## src/rtl/fsm_pkg.sv

```systemverilog
// Shared definitions for the lab FSM set: direction encodings and the load clamp.
package fsm_pkg;

  localparam logic DIR_UP = 1'b1;
  localparam logic DIR_DN = 1'b0;

  // Saturate a load value into the legal range 0..n-1.
  function automatic int clamp_state(input int val, input int n);
    return (val >= n) ? n - 1 : val;
  endfunction

endpackage

```

## src/rtl/fsm_updown_moore.sv

```systemverilog
// Up/down Moore sequencer over N states with terminal flags and a registered wrap strobe.
module fsm_updown_moore
  import fsm_pkg::*;
#(
  parameter int N = 4,
  parameter int W = $clog2(N)
) (
  input  logic         i_clk,
  input  logic         i_rst_n,
  input  logic         i_en,
  input  logic         i_dir,
  input  logic         i_load,
  input  logic [W-1:0] i_load_val,
  output logic [W-1:0] state,
  output logic         o_max,
  output logic         o_min,
  output logic         o_wrap
);

  localparam logic [W-1:0] TOP = W'(N - 1);

  logic [W-1:0] state_nxt;
  logic         wrap_nxt;
  logic         illegal;

  assign illegal = (int'(state) >= N);

  always_comb begin
    state_nxt = state;
    wrap_nxt  = 1'b0;
    casez ({i_load, i_en, i_dir})
      3'b1??: state_nxt = W'(clamp_state(int'(i_load_val), N));
      {2'b01, DIR_UP}: begin
        if (state == TOP) begin
          state_nxt = '0;
          wrap_nxt  = 1'b1;
        end else begin
          state_nxt = state + 1'b1;
        end
      end
      {2'b01, DIR_DN}: begin
        if (state == '0) begin
          state_nxt = TOP;
          wrap_nxt  = 1'b1;
        end else begin
          state_nxt = state - 1'b1;
        end
      end
      default: ;
    endcase
    // Out-of-range codes recover to 0 silently; only a load takes precedence.
    if (illegal && !i_load) begin
      state_nxt = '0;
      wrap_nxt  = 1'b0;
    end
  end

  always_ff @(posedge i_clk or negedge i_rst_n) begin
    if (!i_rst_n) begin
      state  <= '0;
      o_wrap <= 1'b0;
    end else begin
      state  <= state_nxt;
      o_wrap <= wrap_nxt;
    end
  end

  always_comb begin
    o_max = (state == TOP);
    o_min = (state == '0);
  end

endmodule

```

## config.mk

```make
export PLATFORM = sky130hd
export DESIGN_NAME = fsm_updown_moore
export DESIGN_NICKNAME = d
export VERILOG_FILES = /design/src/rtl/fsm_pkg.sv /design/src/rtl/fsm_updown_moore.sv
export SDC_FILE = /design/constraint.sdc
export NUM_CORES = 1
export LEC_CHECK = 0
export CAP_MARGIN = 30
export CORE_AREA = 3 3 40 42
export CTS_BUF_LIST = sky130_fd_sc_hd__clkbuf_8
export DETAILED_ROUTE_END_ITERATION = 16
export DIE_AREA = 0 0 43 45
export PLACE_DENSITY = 0.39
export REMOVE_ABC_BUFFERS = 1
export SYNTH_ARGS = -nofsm -noshare
export SYNTH_HDL_FRONTEND = slang
export SYNTH_SLANG_ARGS = --single-unit
```

## constraint.sdc

```tcl
create_clock -name i_clk -period 1.4 [get_ports i_clk]
set_input_delay 0.21 -clock i_clk [delete_from_list [all_inputs] [get_ports i_clk]]
set_output_delay 0.21 -clock i_clk [all_outputs]
set_load 0.005 [all_outputs]
```

==> out/results.tsv <==
stage	metric	value	unit
sta	Tcrit/Tclk final	97.3	%
clock_network	number of clock sinks	3	
critical_path	CP Class	flip-flop to flip-flop	
clock_network	Clock Tree Buf Depth	2	
die	Top Ports	12	
die	Core Area	1280	sq um
clock_network	Clk pin slew, worst setup/hold paths	0.03	ns
global_route	met2 GRT Util	10.8	%
route	final WL	617	um
critical_path	Required @ worst endpoint	1.49	ns
layout	Multi-input gate area	111	sq um
sta	final hold viol count	0	
layout	area delta synth->final	138	%
clock_network	number of H-tree levels	1	
global_route	grt met1 use	8.74	%
global_route	GR Util met3	5.98	%
critical_path	CP Launch Type	flip-flop	
sta	Worst-Margin Slew	0.276	ns
die	row cnt	13	
synthesis	Gate Count Post-Synth	18	
global_route	largest net degree at the start of global routing	6	
power_and_ir_drop	Power Dens Cells	1160	nW/um^2
sta	Period minus WS final	1.36	ns
outcome	status	finished, final reports clean	
critical_path	Reg2Reg Setup Slack	0.04	ns
synthesis	Cell Area, Synth	183	sq um
layout	fill count	139	
route	Starting DRT DRC Count	1	
die	Starting Density	14.2	%
sta	Fmax	734	MHz
clock_network	CTS tree	built	
synthesis	mean area per synthesized cell	10.1	sq um
placed_design	routability cong.	0.731	
layout	# diodes	0	
clock_network	hold_buf cts	0	
route	ANT nets after route	0	
layout	share of layout cells above drive strength 1	34.1	%
route	Via density	3.86	
die	die height	45	um
sta	Max-slew headroom	81.3	%
synthesis	register area share after synthesis	41.1	%
global_route	initial antenna violation count	0	
layout	Seq. cell area	75.1	sq um
global_route	GR peak layer	met2	
synthesis	Ys Warns	0	
sta	fin. max-slew vios	0	
layout	Nets	51	
critical_path	CP Capture Type	flip-flop	
sta	setup tns final	0	ns
global_route	vias in the first global route	238	
min_path	Hold WC Path Type	input pin to asynchronous set/reset pin	
die	die area	1940	sq um
global_route	first-pass GRT wire length	1040	um
die	Die X-Extent	43	um
critical_path	crit path DAT	1.46	ns
sta	RSZ-0062 raised after global routing	false	
route	drt pass-1 iters	2	
clock_network	Num CTS Buffers	3	
layout	fin util	33.9	%
route	Avg WL per Cell	11.0	um
sta	Hold Slack	0.180	ns
synthesis	Seq cells post-synth	3	
power_and_ir_drop	Peak VDD IR	0.414	mV
placed_design	Buffers on Ports	11	
clock_network	Clock Latency Late Sink	0.21	ns
sta	final setup vio count	0	
global_route	Total GRT Usage	7.76	%
sta	Setup Skew	0.00438	ns
power_and_ir_drop	Pleak	0.220	nW
critical_path	CP max FO	2	
route	vias	216	
layout	final instance area	435	sq um
power_and_ir_drop	Overall Power	0.000503	W
run	Max-cap violations	0	
clock_network	CTS root buf	clkbuf_8	
route	DRC	0	
placed_design	cell area after placement	334	sq um
synthesis	synth unique cells	11	
global_route	total grt overflow	0	
## metal layers
metal	vias up	wire length [um]
met1	92	267
met5	-	0
met3	0	95
li1	110	-
met4	0	0
met2	14	254
## registers in the layout (all words and copies together) (netlist names)
name and cells:
o_wrap 1, state 2
## cell usage after synthesis, drive strengths merged
library cell | number | area, sq um
o311ai | 1 | 8.76
mux2 | 1 | 11.3
inv | 3 | 11.3
and3 | 1 | 6.26
o21ai | 2 | 10.0
dfrtp | 3 | 75.1
nand2 | 2 | 7.51
o2111ai | 1 | 8.76
xnor2 | 1 | 8.76
mux2i | 1 | 10.0
ha | 2 | 25.0
## metrics by stage
stage / cells / setup WS [ns]
2_1_floorplan: 18 / 0.179
3_3_place_gp: 47 / 0.00694
3_5_place_dp: 47 / -0.0282
4_1_cts: 56 / 0.00691
5_1_grt: 56 / 0.000214
6_report: 56 / 0.0373
## worst paths after layout
check | start | end | cells after the start
max in group asynchronous | i_rst_n | state[0] | 1
worst min-delay path | i_rst_n | state[1] | 1
worst max-delay path | state[0] | o_wrap | 5
worst min register to register | state[1] | state[1] | 3
min in group i_clk | i_load_val[1] | state[1] | 3
worst max register to register | state[0] | o_wrap | 5
## cell type report
| class | count | area share [%] |
|---|---|---|
| clock inverter | 1 | 0.862 |
| multi-input combinational | 12 | 25.6 |
| tap | 15 | 4.31 |
| inverter | 3 | 2.59 |
| timing repair buffer | 19 | 39.9 |
| sequential | 3 | 17.2 |
| clock buffer | 3 | 9.48 |
## critical path, stage by stage (launching register included)
cell and delay, ns:
dfrtp_1 0.38, buf_4 0.15, ha_4 0.15, buf_4 0.13, mux2_1 0.29, and3_1 0.15
## cell usage in the layout (no fill, tap or decap), types with 2 or more instances in the layout
| cell type | instances |
|---|---|
| inv_1 | 3 |
| buf_4 | 7 |
| clkbuf_8 | 3 |
| dlygate4sd2_1 | 2 |
| nand2_1 | 2 |
| dfrtp_1 | 3 |
| clkdlybuf4s50_1 | 7 |
## cells by family (layout without fill, tap and decap cells)
family	count (synthesis)	count (layout)	synth area share (%)
AOI/OAI and AO/OA	4	4	15.1
DFF	3	3	41.1
and+or+nand+nor	3	3	7.54
buffers and inverters	3	26	6.16
adders and majority gates	2	2	13.7
muxes	2	2	11.6
xor gates and xnor gates	1	1	4.80
## where the power goes
part           total [W]  switching [W]  internal [W]
registers       0.000106     0.00000945     0.0000970
clock network   0.000239      0.0000531      0.000186
logic           0.000157      0.0000577     0.0000997
## what timing repair did
action,in CTS,in global routing
endpoints found under the hold margin,0,0
setup buffers,5,0
setup endpoints to repair,4,4
gates resized for setup,6,6
pin swaps,2,0
No activity file was read; power rests on OpenSTA's default activity.
